$ cat src/rtl/bp_predictor.sv
`default_nettype none
// ============================================================================
// Module  : bp_predictor
// Brief   : 2-bit counter PHT + direct-mapped BTB with a registered 37-bit
//           prediction record (write-first bypass on same-index updates).
// Rev     : 1.0  initial release
// ============================================================================
module bp_predictor #(
  parameter int PHT_IDX_W = 6,
  parameter int BTB_IDX_W = 4
) (
  input  logic        clk,
  input  logic        reset,
  input  logic        fs_lookup_valid,
  input  logic [31:0] fs_lookup_pc,
  input  logic        fs_stall,
  input  logic        pht_we,
  input  logic [31:0] pht_pc,
  input  logic [1:0]  pht_state,
  input  logic        btb_we,
  input  logic [31:0] btb_pc,
  input  logic [31:0] btb_target,
  output logic        predict_valid,
  output logic        predict_taken,
  output logic [1:0]  predict_state,
  output logic        btb_hit,
  output logic [31:0] predict_target,
  output logic [36:0] bp_info
);

  localparam int          PHT_N  = 1 << PHT_IDX_W;
  localparam int          BTB_N  = 1 << BTB_IDX_W;
  localparam int          TAG_W  = 30 - BTB_IDX_W;
  localparam logic [1:0]  C_WNT  = 2'b01;

  logic [1:0]       r_pht     [PHT_N];
  logic [BTB_N-1:0] r_btb_vld;
  logic [TAG_W-1:0] r_btb_tag [BTB_N];
  logic [31:0]      r_btb_tgt [BTB_N];
  logic [36:0]      r_info;

  logic [PHT_IDX_W-1:0] w_pht_idx, w_pht_widx;
  logic [BTB_IDX_W-1:0] w_btb_idx, w_btb_widx;
  logic [TAG_W-1:0]     w_tag, w_wtag, w_btag;
  logic [1:0]           w_state;
  logic                 w_bvld, w_hit, w_taken;
  logic [31:0]          w_btgt, w_seq, w_target;
  logic                 w_unused;

  assign w_pht_idx  = fs_lookup_pc[PHT_IDX_W+1:2];
  assign w_pht_widx = pht_pc[PHT_IDX_W+1:2];
  assign w_btb_idx  = fs_lookup_pc[BTB_IDX_W+1:2];
  assign w_btb_widx = btb_pc[BTB_IDX_W+1:2];
  assign w_tag      = fs_lookup_pc[31:BTB_IDX_W+2];
  assign w_wtag     = btb_pc[31:BTB_IDX_W+2];
  assign w_unused   = ^{pht_pc[31:PHT_IDX_W+2], pht_pc[1:0], btb_pc[1:0], fs_lookup_pc[1:0]};

  // Same-cycle writes to the looked-up index win over the stored entry.
  always_comb begin
    w_state = r_pht[w_pht_idx];
    w_bvld  = r_btb_vld[w_btb_idx];
    w_btag  = r_btb_tag[w_btb_idx];
    w_btgt  = r_btb_tgt[w_btb_idx];
    if (pht_we && (w_pht_widx == w_pht_idx)) begin
      w_state = pht_state;
    end
    if (btb_we && (w_btb_widx == w_btb_idx)) begin
      w_bvld = 1'b1;
      w_btag = w_wtag;
      w_btgt = btb_target;
    end
    w_hit    = w_bvld && (w_btag == w_tag);
    w_taken  = w_state[1] & w_hit;
    w_seq    = {fs_lookup_pc[31:2], 2'b00} + 32'd4;
    w_target = w_taken ? w_btgt : w_seq;
  end

  always_ff @(posedge clk) begin
    if (reset) begin
      for (int i = 0; i < PHT_N; i++) begin
        r_pht[i] <= C_WNT;
      end
      r_btb_vld <= '0;
    end else begin
      if (pht_we) begin
        r_pht[w_pht_widx] <= pht_state;
      end
      if (btb_we) begin
        r_btb_vld[w_btb_widx] <= 1'b1;
        r_btb_tag[w_btb_widx] <= w_wtag;
        r_btb_tgt[w_btb_widx] <= btb_target;
      end
    end
  end

  always_ff @(posedge clk) begin
    if (reset) begin
      r_info <= '0;
    end else if (!fs_stall) begin
      r_info <= fs_lookup_valid ? {1'b1, w_taken, w_state, w_hit, w_target} : 37'h0;
    end
  end

  assign bp_info        = r_info;
  assign predict_valid  = r_info[36];
  assign predict_taken  = r_info[35];
  assign predict_state  = r_info[34:33];
  assign btb_hit        = r_info[32];
  assign predict_target = r_info[31:0];

endmodule
`default_nettype wire

$ cat config.mk
export PLATFORM = sky130hd
export DESIGN_NAME = bp_predictor
export DESIGN_NICKNAME = d
export VERILOG_FILES = /design/src/rtl/bp_predictor.sv
export SDC_FILE = /design/constraint.sdc
export NUM_CORES = 1
export LEC_CHECK = 0
export ABC_AREA = 1
export CAP_MARGIN = 25
export CORE_MARGIN = 2
export CORE_UTILIZATION = 49
export CTS_CLUSTER_SIZE = 24
export DETAILED_ROUTE_END_ITERATION = 10
export HOLD_SLACK_MARGIN = 0.06
export PLACE_DENSITY = 0.65
export SLEW_MARGIN = 15
export SYNTH_ARGS = -nofsm -noshare
export SYNTH_HDL_FRONTEND = slang
export SYNTH_SLANG_ARGS = --single-unit
$ cat constraint.sdc
create_clock -name clk -period 5.2 [get_ports clk]
set_input_delay 1.04 -clock clk [delete_from_list [all_inputs] [get_ports clk]]
set_output_delay 1.04 -clock clk [all_outputs]
set_load 0.1 [all_outputs]
==> results.cfg, run 1 <==
[run_status]
status = finished clean

[detailed_routing]
viasPerCell = 5.74
drc = 0
wl_mm = 133
wl_per_cell_um = 22.5
firstDrtPassIters = 7
ant_nets = 0
vias = 33861
drt_iter0_markers = 4100

[synthesis]
synth_ff_type = edfxtp_1
synth_cell_types = 43
syn_inst = 4443
synth_area_mm2 = 0.0479
yosys_warnings = 0
synth_async_sr_flop_share_pct = 0
synth_nets = 4580
synth-seq-cells = 1109
synth-seq-area-share_pct = 68.4
avgSynthCellArea_um2 = 10.8
synth_edf_count = 1056

[floorplanning]
ios = 210
start_util_pct = 49.5
fp.dieW_um = 317
rows = 114
die_y_um = 317
die_area_mm2 = 0.100
coreArea_mm2 = 0.0969

[hold_path]
holdPathEnd = r_btb_vld[11]
worstHoldPathCells = 2
timing.hold.worst.start = r_btb_vld[11]
hold_path_class = reg -> reg

[power_and_ir_drop]
p_per_area_mw_per_mm2 = 357
p_int_w = 0.0148
p_leak_nw = 19.5
pwr-share-comb_pct = 8.3
clkPwrFrac_pct = 40.4
switchingPower_w = 0.00465
peakVddDrop_mv = 0.277
power.share.sequential_pct = 51.2
swShare_pct = 23.9
power.total_w = 0.0195

[clock_network]
h-tree-depth = 3
clockBufferDepth = 3
path_clk_slew_ns = 0.06
postCtsHoldBufs = 0
cts_buffers = 110
cts_tree = done
cts-root-buf = clkbuf_16
cts-resized-gates = 0
clock_latency_ns = 0.72
cts.sinks = 1109
cts_setup_buffers = 0

[global_route]
grt_pass1_vias = 31615
grtUsageTotal_pct = 26.1
grt_overflow = 0
grt_max_degree = 121
antenna_found_initial = 6
grt_pass1_wl_mm = 195

[finish]
drive_gt1_share_pct = 6.82
fin_area_mm2 = 0.0545
num-fill-cells = 8009
area_delta_synth_final_pct = 13.8
nNetsFinal = 4663

[sta]
fmax_mhz = 244
setup_slack_ns = 1.11
grt_setup_unrepaired = no
finalSetupTns_ns = 0
worst_slew_pin_slew_ns = 1.03
slew_headroom_pct = 31.2
finalSetupViolCount = 0
hold_viol_final = 0
slew_violations = 0
final.setup_skew_ns = 0.0442
min_period_ns = 4.09
hold_slack_ns = 0.455
period_share_pct = 78.7

[setup_path]
cp.required_ns = 5.78
crit_arrival_ns = 4.67
critical_path_class = in -> reg
r2r_cells = 20
crit_path_end_kind = flop
cp_max_fo = 31
r2r-end = bp_info[24]
rrSetupSlack_ns = 2.17
timing.rr.start = r_btb_tag[8][8]
crit_start = fs_lookup_pc[5]
critPathLaunchType = input port

[placed_design]
place_hpwl_mm = 74.0
port-buffer-count = 179
gp_congestion = 0.938
place_area_mm2 = 0.0509
dp_worst_setup_slack_ns = 0.492

[run]
cap_violations = 0
-- cell families (layout without fill, tap and decap cells) --
| logic type | count (synthesis) | after routing | synth area share, % |
|---|---|---|---|
| XOR/XNOR | 22 | 22 | 0.402 |
| buffers and inverters | 572 | 749 | 5.28 |
| other | 0 | 1 | 0 |
| flip-flops | 1109 | 1109 | 68.4 |
| AND/OR/NAND/NOR | 2051 | 2051 | 17.3 |
| adder cells (fa/ha/maj) | 1 | 1 | 0.0261 |
| AO/OA/AOI/OAI | 688 | 688 | 8.58 |
-- cell usage in the layout, fill, tap and decap left out, types with 30 or more instances in the layout --
cell type	n
buf_4	85
nor2_1	430
a21oi_1	285
o21ai_0	175
a22oi_1	59
nand3_1	345
nand2_1	1198
dfxtp_1	53
clkinv_1	30
clkbuf_16	110
a221oi_1	30
inv_1	244
edfxtp_1	1056
o211ai_1	30
clkdlybuf4s50_1	172
-- flip-flops by register name, indices dropped and copies added (netlist names) --
name       cells
r_btb_vld     16
r_btb_tgt    512
bp_info       37
r_pht        128
r_btb_tag    416
-- per-stage QoR --
stage	instances	utilization, %
detailed placement	5690	52.6
CTS	5896	56.3
floorplan	4443	-
global placement	5689	52.6
global route	5897	56.3
finish	5897	56.3
-- routing by layer --
layer	global-route usage (%)	part of all wire, %	wire (µm)	vias up
li1	-	-	-	15603
met1	37.3	41	54700	16465
met2	41.1	46	61200	1570
met3	4.53	9.9	13100	215
met4	7.97	2.6	3410	8
met5	0	0.042	56	-
-- cells in the mapped netlist, drive strengths merged (4+ instances only) --
cell / number / area, µm²
inv: 256 / 961
buf: 187 / 1080
o211ai: 30 / 225
a221oi: 30 / 263
edfxtp: 1056 / 31700
a32o: 24 / 240
a22oi: 59 / 443
nor3: 29 / 166
nor4: 5 / 31.3
xor2: 20 / 175
clkbuf: 125 / 469
clkinv: 4 / 15.0
nand3: 345 / 1730
o221ai: 25 / 219
nand2: 1199 / 4500
or2: 5 / 31.3
nand4: 15 / 100
a32oi: 10 / 87.6
a21oi: 285 / 1430
dfxtp: 53 / 1060
o22ai: 28 / 175
nor2: 450 / 1700
o311ai: 4 / 35.0
o21ai: 188 / 952
o2111ai: 4 / 35.0
-- critical path, stage by stage --
cell,delay (ns)
buf_2,0.28
buf_4,0.32
inv_2,0.08
nor2_4,0.09
buf_4,0.46
nand2_1,0.11
nand2_1,0.09
nor2_1,0.05
nand2_1,0.26
nand3_1,0.14
nand2_1,0.10
nand2_1,0.06
nor2_1,0.10
nand3_1,0.12
nor2_4,0.38
nand2_2,0.50
nand2_1,0.17
nand2_1,0.08
nand2_1,0.07
a21oi_1,0.06
-- power by group through the flow --
stage               Clock [W]  Combinational, W  Sequential, W
floorplan                   0          0.000916         0.0102
global placement            0           0.00158         0.0102
detailed placement          0           0.00161         0.0102
CTS                   0.00796           0.00161        0.00998
global route          0.00830           0.00176        0.00999
finish                0.00787           0.00162        0.00998
-- cell type report --
type | count | area, µm² | share of cell area [%]
clock buffer | 132 | 2880 | 5.28
multi-input combinational | 2762 | 12700 | 23.4
inverter | 260 | 992 | 1.82
clock inverter | 74 | 684 | 1.26
sequential | 1109 | 32800 | 60.1
antenna | 1 | 2.50 | 0.00459
timing repair buffer | 283 | 2830 | 5.20
tap | 1276 | 1600 | 2.93
-- worst max-delay path by stage --
stage,endpoint,slack [ns],cells past startpoint
floorplan,r_btb_tag[11][0],0.80,4
global placement,bp_info[24],0.48,21
detailed placement,bp_info[18],0.49,21
CTS,bp_info[18],1.21,21
global route,bp_info[24],0.77,21
finish,bp_info[24],1.11,20
No activity file was read; power rests on OpenSTA's default activity.
==> run 2, diff against run 1 <==
==> constraint.sdc (replaced) <==
create_clock -name clk -period 4.2 [get_ports clk]
set_input_delay 0.84 -clock clk [delete_from_list [all_inputs] [get_ports clk]]
set_output_delay 0.84 -clock clk [all_outputs]
set_load 0.1 [all_outputs]
==> results.cfg, run 2 (synthesis results as in run 1) <==
[placed_design]
gp_congestion = 0.947
place_area_mm2 = 0.0517
port-buffer-count = 179
post-place-cells = 5743
place_hpwl_mm = 77.4

[clock_network]
postCtsHoldBufs = 0
cts-root-buf = clkbuf_16
path_clk_slew_ns = 0.06
h-tree-depth = 3
clock_latency_ns = 0.69
cts_setup_buffers = 0
cts-resized-gates = 0
cts_tree = done
cts.sinks = 1109
clockBufferDepth = 3
cts_buffers = 112

[sta]
period_share_pct = 80.5
min_period_ns = 3.38
slew_violations = 0
final.setup_skew_ns = 0.0187
hold_viol_final = 0
finalSetupTns_ns = 0
finalSetupViolCount = 0
worst_slew_pin_slew_ns = 0.981
slew_headroom_pct = 34.4
fmax_mhz = 296
grt_setup_unrepaired = no

[finish]
instances_no_fill = 5949
final_common_cell = nand2_1
drive_gt1_share_pct = 7.62
fin_area_mm2 = 0.0551
antenna_cells = 0
postLayoutCoreUtil_pct = 56.9
largest_register = r_btb_tgt
final_cell_mix = nand2_1, edfxtp_1, nor2_1, nand3_1, a21oi_1
largest_register_ffs = 512
top_regs = r_btb_tgt: 512 flops, r_btb_tag: 416 flops, r_pht: 128 flops
nNetsFinal = 4718
area_delta_synth_final_pct = 15.0

[setup_path]
critPathLaunchType = input port
cp_max_fo = 32
cp.required_ns = 4.75
crit_path_end_kind = flop
crit_arrival_ns = 3.93
critical_path_class = in -> reg
timing.rr.start = r_btb_tag[4][25]
r2r_cells = 19
r2r-end = bp_info[30]
rrSetupSlack_ns = 1.76

[global_route]
antenna_found_initial = 3
grt_pass1_wl_mm = 201
grt_pass1_vias = 32148
grtUsageTotal_pct = 27.0
grt_max_degree = 130
grt_overflow = 0

[run]
cap_violations = 0

[detailed_routing]
drt_iter0_markers = 4005
firstDrtPassIters = 6
ant_nets = 0
drc = 0
wl_per_cell_um = 22.8
vias = 34240
viasPerCell = 5.76
wl_mm = 136

[hold_path]
hold_path_class = reg -> reg
timing.hold.worst.start = r_btb_vld[4]
holdPathEnd = r_btb_vld[4]
worstHoldPathCells = 2

[power_and_ir_drop]
peakVddDrop_mv = 0.349
p_per_area_mw_per_mm2 = 432
p_int_w = 0.0181
power.total_w = 0.0238
pwr-share-comb_pct = 8.8
power.share.sequential_pct = 51.9
switchingPower_w = 0.00568
swShare_pct = 23.9
p_leak_nw = 19.8
clkPwrFrac_pct = 39.3

[floorplanning]
start_util_pct = 49.5
ios = 210
coreArea_mm2 = 0.0969
die_area_mm2 = 0.100
die_y_um = 317
rows = 114
fp.dieW_um = 317

[run_status]
status = finished clean
-- run 2: critical path, stage by stage --
cell and delay, ns:
clkdlybuf4s50_1 0.52, inv_1 0.10, nand2_1 0.07, nand2_1 0.05, nor2_1 0.09, nand2_1 0.10
nor2_4 0.43, inv_2 0.19, or2_1 0.27, nand2_1 0.13, nand2_1 0.07, nand2_1 0.06
nand2_1 0.05, nor2_1 0.10, nand3_1 0.13, nor2_4 0.18, buf_12 0.21, nand3_1 0.09
nand2_1 0.09, inv_1 0.04, nand2_1 0.05, a21oi_1 0.05
-- run 2: worst max-delay path by stage --
| stage | start | to | slack, ns | depth (start not counted) |
|---|---|---|---|---|
| 5_1_grt | btb_pc[4] | bp_info[28] | 0.52 | 24 |
| 4_1_cts | btb_pc[5] | bp_info[30] | 0.84 | 22 |
| 2_1_floorplan | btb_we | r_btb_tag[11][0] | 0.004 | 4 |
| 3_5_place_dp | btb_pc[5] | bp_info[30] | 0.11 | 22 |
| 6_report | btb_pc[3] | bp_info[30] | 0.82 | 22 |
| 3_3_place_gp | btb_pc[4] | bp_info[30] | 0.14 | 22 |
-- run 2: area by class of cell --
type                    instances  area (µm²)
fillers                      8060       41800
flip-flops and latches       1109       32800
multi-input cells            2762       12700
repair buffers                336        3570
clock buffers                 143        2970
well taps                    1276        1600
inverters                     260         992
clock inverters                63         430
-- run 2: power groups by stage --
stage,Combinational [W],Clock (W),Sequential [W]
floorplan,0.00113,0,0.0127
global placement,0.00204,0,0.0126
detailed placement,0.00206,0,0.0126
CTS,0.00207,0.00944,0.0124
global route,0.00226,0.00989,0.0124
finish,0.00209,0.00935,0.0124
-- run 2: layer usage --
metal  track usage [%]  vias up  wire [µm]
met4              7.78        6       3230
met3              4.11      215      12100
met2              43.2     1630      63200
met5                 0        -         40
li1                  -    15716          -
met1              38.6    16673      57300
-- run 2: metrics by stage --
step	worst slack, ns	hold WS [ns]
2_1_floorplan	0.00357	0.423
3_3_place_gp	0.137	0.434
3_5_place_dp	0.106	0.442
4_1_cts	0.843	0.456
5_1_grt	0.523	0.504
6_report	0.820	0.459
